[src/rtl/qpsk_timing_ctrl_v2.sv]
// qpsk_timing_ctrl_v2: CIC sample counter with BRAM write strobes, wrap/one-shot modes and marker time stamping.
// Define QPSK_TIMING_STAMP_EN to build the marker stamp logic; otherwise the stamp outputs are tied to zero.
module qpsk_timing_ctrl_v2 #(
  parameter int CNT_W = 16,
  parameter int ADDR_W = 14
) (
  input  logic              clk,
  input  logic              rst_n,
  input  logic              cic_pulse,
  input  logic              clr,
  input  logic              mode,
  input  logic              arm,
  input  logic              marker_in,
  output logic [CNT_W-1:0]  cic_pulse_counter,
  output logic [ADDR_W-1:0] bram_addr,
  output logic              bram_we,
  output logic              wrap_pulse,
  output logic              running,
  output logic              done,
  output logic [CNT_W-1:0]  stamp,
  output logic              stamp_valid,
  input  logic              stamp_ack,
  output logic              stamp_overrun
);
  localparam int SUB_W = CNT_W - ADDR_W;
  localparam logic [CNT_W-1:0] SUB_MASK = ~({CNT_W{1'b1}} << SUB_W);
  typedef enum logic [1:0] {IDLE, RUN, DONE} state_t;
  state_t state;
  logic [CNT_W-1:0] cnt, cnt_inc;
  logic term;
  assign cnt_inc = cnt + CNT_W'(1);
  assign term = &cnt;
  assign cic_pulse_counter = cnt;
  assign bram_addr = cnt[CNT_W-1:SUB_W];
  assign running = state == RUN;
  assign done = state == DONE;
  always_ff @(posedge clk or negedge rst_n)
    if (!rst_n) begin
      state <= IDLE;
      cnt <= '0;
      bram_we <= 1'b0;
      wrap_pulse <= 1'b0;
    end else begin
      bram_we <= 1'b0;
      wrap_pulse <= 1'b0;
      if (clr) begin
        state <= IDLE;
        cnt <= '0;
      end else
        case (state)
          IDLE:
            if (!mode) state <= RUN;
            else if (arm) begin
              state <= RUN;
              cnt <= '0;
            end
          RUN:
            if (cic_pulse) begin
              // one-shot stops at terminal count and holds all-ones without a wrap
              if (term && mode) state <= DONE;
              else begin
                cnt <= cnt_inc;
                bram_we <= (cnt_inc & SUB_MASK) == '0;
                wrap_pulse <= term;
              end
            end
          DONE:
            if (arm) begin
              state <= RUN;
              cnt <= '0;
            end
          default: state <= IDLE;
        endcase
    end
`ifdef QPSK_TIMING_STAMP_EN
  logic marker_q, mark_rise;
  assign mark_rise = marker_in & ~marker_q;
  always_ff @(posedge clk or negedge rst_n)
    if (!rst_n) begin
      marker_q <= 1'b0;
      stamp <= '0;
      stamp_valid <= 1'b0;
      stamp_overrun <= 1'b0;
    end else begin
      marker_q <= marker_in;
      if (mark_rise && (!stamp_valid || stamp_ack)) begin
        stamp <= cnt;
        stamp_valid <= 1'b1;
      end else if (mark_rise) stamp_overrun <= 1'b1;
      else if (stamp_ack) stamp_valid <= 1'b0;
      if (clr) stamp_overrun <= 1'b0;
    end
`else
  logic unused_stamp_in;
  assign unused_stamp_in = marker_in ^ stamp_ack;
  assign stamp = '0;
  assign stamp_valid = 1'b0;
  assign stamp_overrun = 1'b0;
`endif
endmodule

[config.mk]
export PLATFORM = sky130hd
export DESIGN_NAME = qpsk_timing_ctrl_v2
export DESIGN_NICKNAME = d
export VERILOG_FILES = /design/src/rtl/qpsk_timing_ctrl_v2.sv
export SDC_FILE = /design/constraint.sdc
export NUM_CORES = 1
export LEC_CHECK = 0
export ABC_CLOCK_PERIOD_IN_PS = 6750
export CAP_MARGIN = 20
export CELL_PAD_IN_SITES_DETAIL_PLACEMENT = 1
export CELL_PAD_IN_SITES_GLOBAL_PLACEMENT = 1
export CORE_MARGIN = 10
export CORE_UTILIZATION = 32
export DETAILED_ROUTE_END_ITERATION = 12
export PLACE_DENSITY_LB_ADDON = 0.2
export SYNTH_ARGS = -nofsm -noshare
export SYNTH_HDL_FRONTEND = slang
export SYNTH_SLANG_ARGS = --single-unit
export TNS_END_PERCENT = 50
[constraint.sdc]
create_clock -name clk -period 6.75 [get_ports clk]
set_clock_uncertainty 0.15 [all_clocks]
set_input_delay 1.35 -clock clk [delete_from_list [all_inputs] [get_ports clk]]
set_output_delay 1.35 -clock clk [all_outputs]
set_load 0.02 [all_outputs]
# Word level (Yosys, flattened, before mapping)
# Index checks and enable logic that the tools add are counted.
[word_totals]
register_bits = 20
elab_cells = 38
out_inout_bits = 52
[classes]
addsub = 1
eq_ne = 6
n_mux = 20
reduce_logical = 7
[op_table]
columns = ["op", "n"]
rows = [
  ["$mux W16", 5],
  ["$pmux W16 S3", 1],
  ["$add A16 B1 Y16 const B", 1],
  ["$logic_not A16 Y1", 1],
  ["$reduce_and A16 Y1", 1],
  ["$mux W2", 5],
  ["$ne A3 B3 Y1 const B", 3],
  ["$mux W1", 8],
  ["$pmux W2 S3", 1],
  ["$reduce_and A4 Y1", 1],
  ["$reduce_bool A4 Y1", 1],
  ["$ne A3 B2 Y1 const B", 1],
  ["$eq A2 B1 Y1 const B", 1],
  ["$eq A2 B2 Y1 const B", 1],
  ["$logic_not A2 Y1", 1],
  ["$reduce_and A2 Y1", 1],
  ["$logic_and A1 B1 Y1", 1],
]

# Logic depth before layout (Yosys ltp)
# Gate-level depths: netlist of run 1.
[depth]
ltp_word = 6
depth_mapped = 7
mapped_depth_nobuf = 6

# Worst setup path before layout of run 1
# OpenSTA, ideal clock, no wires.
[synth_path]
path_type = "in2reg"
startpoint = "input mode"
endpoint = "register cnt[13], in the netlist cic_pulse_counter[13]"
arrival_ns = 2.557
stages = 6
n_path_buf = 1
path_slack_ns = 3.919
setup_ns = 0.124
t_required_ns = 6.476
path_cell_list = "nand4_1 -> nor3_1 -> or4_1 -> buf_2 -> o211a_1 -> a211o_1"
[synth_via]
elab_chain_len = 3
elab_cells_between_ends = 4
[synth_lines]
columns = ["item", "line_no", "source"]
rows = [
  ["start: declaration", "11", "input logic mode,"],
  ["$logic_and A1 B1 Y1", "60", "if (term && mode) state <= DONE;"],
  ["$ne A3 B3 Y1 (no line)", "-", ""],
  ["$reduce_and A4 Y1 (no line) (*)", "-", ""],
  ["end signal: assignment", "62", "cnt <= cnt_inc;"],
  ["end: declaration", "29", "logic [CNT_W-1:0] cnt, cnt_inc;"],
]
# Mark *: on every way between the ends. The rest lies on a longest branch, timed or not.
# A chain may end at the register's enable or synchronous reset.

# Worst setup path in the final report of run 1
[layout_path]
startpoint = "input clr"
endpoint = "register cnt[6], in the netlist cic_pulse_counter[6]"
[layout_via]
elab_chain_len = 2
elab_cells_between_ends = 6
[layout_lines]
columns = ["item", "line_no", "source"]
rows = [
  ["start: declaration", "10", "input logic clr,"],
  ["$ne A3 B3 Y1 (no line) / $reduce_bool A4 Y1 (equally long branches)", "-", ""],
  ["$reduce_and A4 Y1 (no line)", "-", ""],
]
# Parallel ways exist; a longest one is shown, timed or not.

==> key figures, run 1 <==
Floorplan
  – Core Region: 4120 sq um
  – Die Y: 86.1 um
  – Core Rows: 23
  – Die X: 86.1 um
  – I/O pin count: 60
  – Starting Density: 0.340
  – Die area: 7420 sq um

Clocking
  – Skew-Pair Late Insertion Delay: 250 ps
  – Clock sink total: 20
  – Clock transition at path regs: 80 ps
  – Resized Gates After CTS: 0
  – Clock tree from TritonCTS: built
  – Root Driver: clkbuf_8
  – Post-CTS Setup Inserts: 0
  – Hold-fix buffers at CTS: 0
  – Max clock buf depth: 2
  – CTS Buf Count: 3
  – H-tree depth: 1

Synth
  – Main synth FF type: dfrtp_1
  – Area share of the largest cell type after synthesis: 0.357
  – Async SR Flop Fraction: 1.00
  – Top cells by area, synth: dfrtp_1 36%, buf_4 17%, nand2_1 4.3%, o21ai_0 2.9%, nor2_1 2.7%
  – Post-synthesis sequential area ratio: 0.357
  – Synth Warn #: 0
  – Synthesized flop and latch total: 20
  – Mapped Cells: 162
  – Netlist Area Pre-Place: 1400 sq um
  – Number of synthesized flops with an enable pin: 0
  – Synth area leader: dfrtp_1
  – Avg Cell Area, Syn: 8.64 sq um
  – Distinct cells, synth: 43

Timing
  – Fin crit share: 0.481
  – RSZ-0062 raised after global routing: no
  – Setup TNS after final layout: 0 ps
  – Slew Limit Fails: 0
  – Final hold vios: 0
  – Worst slew pin tran: 927 ps
  – Final setup margin: 3500 ps
  – Tmin final: 3250 ps
  – Endpoints failing setup: 0
  – Slew HR: 0.380
  – Fmax: 308 MHz

Place
  – IO Port Bufs: 39
  – Global placement routability congestion: 0.833
  – Place WS: 3250 ps
  – Post-DP HPWL: 3.12 mm

Setup path
  – Reg2reg start: cic_pulse_counter[0]$_DFFE_PN0P_
  – Register-to-register setup slack: 4280 ps
  – Critical Path RT: 6790 ps
  – Critical path arrival: 3290 ps
  – FF-to-FF path depth: 5
  – Critical Path Fanout Max: 13
  – Crit Path Class: primary input to flip-flop
  – R2r endpoint: cic_pulse_counter[0]$_DFFE_PN0P_
  – Critical path capture point type: flip-flop
  – Crit path launch type: primary input

Power
  – Power density over the cells: 149 nW/um^2
  – Worst IR Drop VDD: 0.0000624 V
  – Static leakage: 0.000710 uW
  – Final Power: 258 uW

Routing
  – DRT Wirelength: 3.99 mm
  – Iteration-0 DRC Markers: 92
  – Drt drc: 0
  – ANT nets after route: 0
  – Via Count: 1225
  – WL/cell: 16.8 um
  – 1st-pass router iterations: 4
  – Vias per inst: 5.15

Finish
  – FF+latch area: 500 sq um
  – Layout cell share with drive strength beyond 1: 0.0798
  – Area Overhead vs Synth: 23.5%
  – Nets@finish: 199
  – Filler cell count: 483
  – Multi-input gate area: 683 sq um
  – N_diodes: 0

GRT
  – First-pass GRT wire length: 6.68 mm
  – Total Routing Usage GR: 0.108
  – Initial antenna violation count: 0
  – Pin count of the biggest net entering global routing: 21
  – Grt total ovfl: 0
  – Vias in the first global route: 1287

Min path
  – Hold Crit Start: cic_pulse_counter[14]$_DFFE_PN0P_
  – Hold Crit Class: flip-flop to flip-flop
  – Min-Delay Endpoint: cic_pulse_counter[14]$_DFFE_PN0P_
  – Hold depth: 1

Job
  – Maxcap violations: 0

Run status
  – Outcome: finished clean
## synthesized netlist by cell type (2+ instances only)
master	n
nor4_1	2
buf_2	2
nor2b_1	3
buf_4	32
nand4_1	4
dfrtp_1	20
or2_2	3
ha_1	2
o211ai_1	3
inv_1	6
nor3_1	3
nand2_1	16
and2_1	2
a21oi_1	5
nand4_2	2
nand3_1	7
nor2_1	10
or4_1	3
clkbuf_1	2
o21ai_0	8
o31ai_1	2
a41oi_1	2
o311ai_0	3
## report_power, final
| part | leakage, uW | internal [uW] | switching [uW] |
|---|---|---|---|
| sequential | 0.000277 | 121 | 2.67 |
| combinational | 0.000404 | 13.2 | 28.1 |
| clock | 0.0000288 | 51.9 | 40.7 |
| total | 0.000710 | 187 | 71.5 |
## cell type report
| class | count | area share |
|---|---|---|
| Multi-Input combinational cell | 117 | 0.395 |
| Sequential cell | 20 | 0.289 |
| Tap cell | 50 | 0.0362 |
| Timing Repair Buffer | 41 | 0.234 |
| Clock buffer | 4 | 0.0318 |
| Inverter | 6 | 0.0130 |
## cell families after synthesis
kind of cell    share of synthesized area
simple gates                        0.241
buf+inv                             0.200
compound gates                      0.172
flops                               0.357
fa+ha+maj                          0.0179
mux                               0.00804
other cells                       0.00268
## registers in the layout, indices dropped and copies added (netlist names)
name,flops
wrap_pulse,1
cic_pulse_counter,16
bram_we,1
state,2
## worst max-delay path, cell delays in order
cell,delay (ps)
clkdlybuf4s50_1,510
nor3b_1,230
buf_4,230
nand2_1,220
or4_2,660
nand3_1,100
## placed cells by master, fill, tap and decap left out, types with 3 or more instances in the layout
master / synthesis / layout
a21oi_1: 5 / 5
o311ai_0: 3 / 3
o21ai_0: 8 / 8
nor2_1: 10 / 10
nor3_1: 3 / 3
o211ai_1: 3 / 3
nand3_1: 7 / 7
nor2b_1: 3 / 3
nand4_1: 4 / 4
inv_1: 6 / 6
dfrtp_1: 20 / 20
or2_2: 3 / 3
clkbuf_8: 0 / 4
nand2_1: 16 / 16
or4_1: 3 / 3
conb_1: 1 / 18
clkdlybuf4s50_1: 0 / 39
## worst max path at each step
stage               start                                 to  cells past startpoint
finish                clr   cic_pulse_counter[6]$_DFFE_PN0P_                      6
global route          clr   cic_pulse_counter[6]$_DFFE_PN0P_                      6
CTS                   clr   cic_pulse_counter[6]$_DFFE_PN0P_                      6
detailed placement    clr   cic_pulse_counter[6]$_DFFE_PN0P_                      6
global placement      clr   cic_pulse_counter[6]$_DFFE_PN0P_                      6
floorplan            mode  cic_pulse_counter[13]$_DFFE_PN0P_                      6
## metrics by stage
step | hold slack, ps | std cells | area [sq um] | util
2_1_floorplan | 436 | 179 | 1460 | -
3_3_place_gp | 408 | 234 | 1670 | 0.407
3_5_place_dp | 422 | 234 | 1670 | 0.407
4_1_cts | 442 | 238 | 1730 | 0.420
5_1_grt | 467 | 238 | 1730 | 0.420
6_report | 424 | 238 | 1730 | 0.420
## layer usage
metal	vias up	wire length, um	global-route usage
met1	598	1730	0.127
met4	0	44	0.0359
met3	2	309	0.0378
li1	589	-	-
met2	36	1910	0.178
met5	-	0	0
Power figures use the tool's default switching activity.
==> inputs of run 2 (changes only) <==
- ABC_CLOCK_PERIOD_IN_PS: 6750 -> 3100
- CORE_UTILIZATION: 32 -> 30
- clock period: 6.75 -> 3.1 ns (I/O delays scaled with it)
==> run 2 against run 1 <==
Register-to-register slack worse by 3600 ps. Flip-flop and latch count stayed put. Sequential power is 120% higher. Via count is 2.4% higher. Hold slack better by 7.0 ps. Core utilization is 2.5 points lower. Critical path type is now flip-flop to primary output. Critical endpoint is now running. Largest power group unchanged. Highest routed layer unchanged.
==> key figures, run 2 (synthesis results as in run 1) <==
Power
  – Sw frac: 0.287
  – Sw power: 165 uW
  – Static leakage: 0.000725 uW
  – Worst IR Drop VDD: 0.000169 V
  – Logic pwr share: 0.163
  – Clock network fraction of design power: 0.366
  – Flop pwr share: 0.472
  – Power density over the cells: 327 nW/um^2
  – Internal Pwr Total: 408 uW

Setup path
  – Crit path cell chain: nor2b_1 -> clkdlybuf4s50_1
  – Max stage delay cell, worst path: clkdlybuf4s50_1
  – Critical Path Fanout Max: 5
  – Register-to-register setup slack: 730 ps
  – Crit Path Class: flip-flop to primary output
  – Critical path capture point type: primary output
  – Max stage delay on crit path: 690 ps
  – Critical path arrival: 1740 ps
  – Critical Path RT: 2330 ps
  – Crit path launch type: flip-flop

Floorplan
  – Starting Density: 0.315
  – Die area: 7800 sq um
  – Core Region: 4440 sq um
  – I/O pin count: 60
  – Core Rows: 24
  – Die X: 88.3 um
  – Die Y: 88.3 um

Timing
  – Fin crit share: 0.809
  – Endpoints failing setup: 0
  – RSZ-0062 raised after global routing: no
  – Final hold vios: 0
  – Tmin final: 2510 ps
  – Fmax: 399 MHz
  – Final setup margin: 591 ps
  – Setup TNS after final layout: 0 ps
  – Slew Limit Fails: 0

GRT
  – Pin count of the biggest net entering global routing: 21
  – Grt total ovfl: 0
  – First-pass GRT wire length: 6.66 mm
  – Total Routing Usage GR: 0.105
  – Vias in the first global route: 1326
  – Initial antenna violation count: 0

Place
  – Global placement routability congestion: 0.830
  – Post-DP HPWL: 3.29 mm
  – IO Port Bufs: 39
  – Place WS: 369 ps

Finish
  – Filler cell count: 523
  – Layout cell share with drive strength beyond 1: 0.0942
  – Layout Utilization: 0.395
  – Leading cell type in the layout, fill and taps excluded: clkdlybuf4s50_1
  – Most frequent cells in the layout: 39 x clkdlybuf4s50_1, 20 x dfrtp_1, 18 x conb_1, 16 x nand2_1, 10 x nor2_1
  – Number of flip-flops in the largest register: 16
  – N_diodes: 0
  – Area Overhead vs Synth: 25.3%
  – Nets@finish: 202

Clocking
  – Clock transition at path regs: 80 ps
  – Root Driver: clkbuf_8
  – Max clock buf depth: 2
  – CTS Buf Count: 3
  – Clock tree from TritonCTS: built
  – Post-CTS Setup Inserts: 0
  – Skew-Pair Late Insertion Delay: 260 ps
  – Hold-fix buffers at CTS: 0
  – H-tree depth: 1
  – Clock sink total: 20
  – Resized Gates After CTS: 0

Run status
  – Outcome: finished clean

Routing
  – Via Count: 1255
  – WL/cell: 17.2 um
  – Drt drc: 0
  – DRT Wirelength: 4.17 mm
  – ANT nets after route: 0
  – 1st-pass router iterations: 4
  – Iteration-0 DRC Markers: 100
  – Vias per inst: 5.16

Job
  – Maxcap violations: 0

Min path
  – Hold Crit Class: flip-flop to flip-flop
## run 2: changes by cell type in the layout (fill, tap and decap cells not counted), sizes merged
cell and change:
buf +3
## run 2: final timing paths
| kind | end | depth (start not counted) | from |
|---|---|---|---|
| min reg2reg | cic_pulse_counter[14]$_DFFE_PN0P_ | 1 | cic_pulse_counter[14]$_DFFE_PN0P_ |
| min | cic_pulse_counter[14]$_DFFE_PN0P_ | 1 | cic_pulse_counter[14]$_DFFE_PN0P_ |
| max reg2reg | cic_pulse_counter[13]$_DFFE_PN0P_ | 6 | cic_pulse_counter[0]$_DFFE_PN0P_ |
| min in group asynchronous | cic_pulse_counter[9]$_DFFE_PN0P_ | 2 | rst_n |
| max | running | 2 | state[0]$_DFFE_PN0P_ |
| max in group asynchronous | cic_pulse_counter[0]$_DFFE_PN0P_ | 2 | rst_n |
## run 2: worst max-delay path: cells and delay by family, from the launching register on
kind | cells | cell delay (ps)
buf+inv | 1 | 690
flops | 1 | 410
simple gates | 1 | 380
## run 2: power groups by stage
stage / clock network [uW] / registers [uW] / logic [uW]
2_1_floorplan: 0 / 278 / 69.1
6_report: 209 / 270 / 93.3
3_3_place_gp: 0 / 275 / 91.0
3_5_place_dp: 0 / 276 / 92.6
5_1_grt: 222 / 272 / 103
4_1_cts: 212 / 271 / 93.3
## run 2: routing by layer
metal  share of wire  global-route usage  vias up  routed length (um)
met5               0                   0        -                   0
met4           0.012              0.0396        0                  51
met3           0.060              0.0267        4                 250
met2            0.48               0.182       38                1990
met1            0.45               0.122      620                1880
li1                -                   -      593                   -
## run 2: final cells by class
class,count,area (sq um),area share
sequential,20,500,0.285
tap,52,65.1,0.0371
clock buffer,4,55.1,0.0314
timing repair buffer,44,428,0.244
multi-input combinational,117,683,0.389
inverter,6,22.5,0.0128
## run 2: through the flow
stage | instances | hold slack [ps] | area [sq um] | total power, uW
after floorplan | 179 | 174 | 1460 | 347
after global placement | 239 | 408 | 1700 | 366
after detailed placement | 239 | 416 | 1700 | 369
after CTS | 243 | 428 | 1750 | 576
after global routing | 243 | 476 | 1750 | 597
final | 243 | 431 | 1750 | 573
==> inputs of run 3 (changes only) <==
- ABC_CLOCK_PERIOD_IN_PS: 3100 -> 2300
- CORE_UTILIZATION: 30 -> 27
- clock period: 3.1 -> 2.3 ns (I/O delays scaled with it)
==> run 3 against run 2 <==
Routed wire length up 7.7%. Global-route usage up 0.44 points. Largest cell class unchanged. Sequential share of layout area down 2.3 points. Die area up 8.5%. Clock-buffer cell count down 1. Worst setup slack worse by 480 ps. Clock power up 14%. Critical path type is now primary input to flip-flop. Critical path depth up 4. First-iteration DRC count down 14%. Non-clock buffer count up 19.
==> key figures, run 3 (synthesis results as in run 1) <==
Power
  – Clock network fraction of design power: 0.323
  – Logic pwr share: 0.186
  – Sw power: 216 uW
  – Power density over the cells: 389 nW/um^2
  – Static leakage: 0.000810 uW
  – Sw frac: 0.292
  – Worst IR Drop VDD: 0.000168 V
  – Internal Pwr Total: 525 uW
  – Flop pwr share: 0.491

Timing
  – Final hold vios: 0
  – Setup TNS after final layout: 0 ps
  – Slew Limit Fails: 0
  – RSZ-0062 raised after global routing: no
  – Fmax: 457 MHz
  – Fin crit share: 0.950
  – Tmin final: 2190 ps
  – Endpoints failing setup: 0

Place
  – Area after DPL: 1860 sq um
  – Post-Place Cells: 276
  – Post-DP HPWL: 3.67 mm
  – IO Port Bufs: 39
  – Global placement routability congestion: 0.798

Finish
  – Non-filler instance count after layout: 279
  – Nets@finish: 221
  – N_diodes: 0
  – Multi-input gate area: 683 sq um
  – Number of flip-flops in the largest register: 16
  – Design Area, Final: 1910 sq um
  – Most frequent cells in the layout: 39 x clkdlybuf4s50_1, 24 x buf_4, 20 x dfrtp_1, 18 x conb_1, 16 x nand2_1
  – Leading cell type in the layout, fill and taps excluded: clkdlybuf4s50_1
  – Layout cell share with drive strength beyond 1: 0.172
  – Filler cell count: 624
  – FF+latch area: 500 sq um
  – Area Overhead vs Synth: 36.1%

Routing
  – WL/cell: 16.1 um
  – 1st-pass router iterations: 4
  – Vias per inst: 4.71
  – DRT Wirelength: 4.49 mm
  – Drt drc: 0
  – Iteration-0 DRC Markers: 86
  – Via Count: 1313
  – ANT nets after route: 0

Clocking
  – Clock transition at path regs: 80 ps
  – Resized Gates After CTS: 0
  – Post-CTS Setup Inserts: 0
  – Clock tree from TritonCTS: built
  – CTS Buf Count: 3
  – Clock sink total: 20
  – Skew-Pair Late Insertion Delay: 260 ps
  – Root Driver: clkbuf_8
  – Max clock buf depth: 2
  – H-tree depth: 1
  – Hold-fix buffers at CTS: 0

GRT
  – First-pass GRT wire length: 7.62 mm
  – Pin count of the biggest net entering global routing: 21
  – Total Routing Usage GR: 0.110
  – Grt total ovfl: 0
  – GRT Max-Usage Layer: met2
  – Initial antenna violation count: 0
  – Met3 Track Usage GR: 0.0269
  – GR Util met2: 0.190
  – Vias in the first global route: 1473
  – Routing usage on met1: 0.125

Setup path
  – Register-to-register setup slack: 170 ps
  – Critical path capture point type: flip-flop
  – R2r endpoint: cic_pulse_counter[13]$_DFFE_PN0P_
  – Critical Path Fanout Max: 5
  – Critical path arrival: 2190 ps
  – Crit path launch type: primary input
  – FF-to-FF path depth: 6
  – Critical Path RT: 2300 ps
  – Crit Path Class: primary input to flip-flop
  – Reg2reg start: cic_pulse_counter[0]$_DFFE_PN0P_

Floorplan
  – Starting Density: 0.276
  – Die area: 8470 sq um
  – Core Region: 5070 sq um
  – Die Y: 92.0 um
  – Core Rows: 26
  – I/O pin count: 60
  – Die X: 92.0 um

Min path
  – Hold Crit Class: primary input to asynchronous set/reset pin

Job
  – Maxcap violations: 0

Run status
  – Outcome: finished clean
[run 3: cell types whose count changed in the layout (fill, tap and decap cells not counted), sizes merged]
cell | previous run | this run
clkbuf | 4 | 3
buf | 5 | 24
[run 3: worst max path at each step]
stage,from,to
after floorplan,cic_pulse_counter[0]$_DFFE_PN0P_,cic_pulse_counter[13]$_DFFE_PN0P_
after global placement,mode,cic_pulse_counter[13]$_DFFE_PN0P_
after detailed placement,mode,cic_pulse_counter[15]$_DFFE_PN0P_
after CTS,mode,cic_pulse_counter[13]$_DFFE_PN0P_
after global routing,mode,cic_pulse_counter[15]$_DFFE_PN0P_
final,mode,cic_pulse_counter[13]$_DFFE_PN0P_
[run 3: power by group through the flow]
stage               clock, uW  combinational, uW  sequential [uW]
floorplan                   0               93.2              375
global placement            0                136              369
detailed placement          0                138              370
CTS                       249                139              363
global route              267                153              365
finish                    239                138              363
[run 3: critical path, cell delays in order]
cell and delay (ps):
clkdlybuf4s50_1 430, nand4_1 140, nor3_1 60, or4_1 580, o211a_1 250, a211o_1 260
[run 3: cell type report]
type	instances	share of cell area
sequential	20	0.263
inverter	6	0.0118
clock buffer	3	0.0217
multi-input combinational	117	0.359
timing repair buffer	63	0.299
tap	70	0.0460
[run 3: through the flow]
stage                     setup slack [ps]  utilization  total power, uW  hold slack [ps]
final                                  114        0.375              741              392
after global routing                  27.4        0.375              784              425
after CTS                              116        0.375              751              408
after detailed placement              -174        0.367              509              424
after global placement                -128        0.367              505              417
after floorplan                       29.8            -              468             14.4
[run 3: routing by layer]
layer | share of wire | vias to the layer above
met5 | 0 | -
met4 | 0.016 | 0
met3 | 0.044 | 6
met2 | 0.50 | 33
met1 | 0.43 | 644
li1 | - | 630
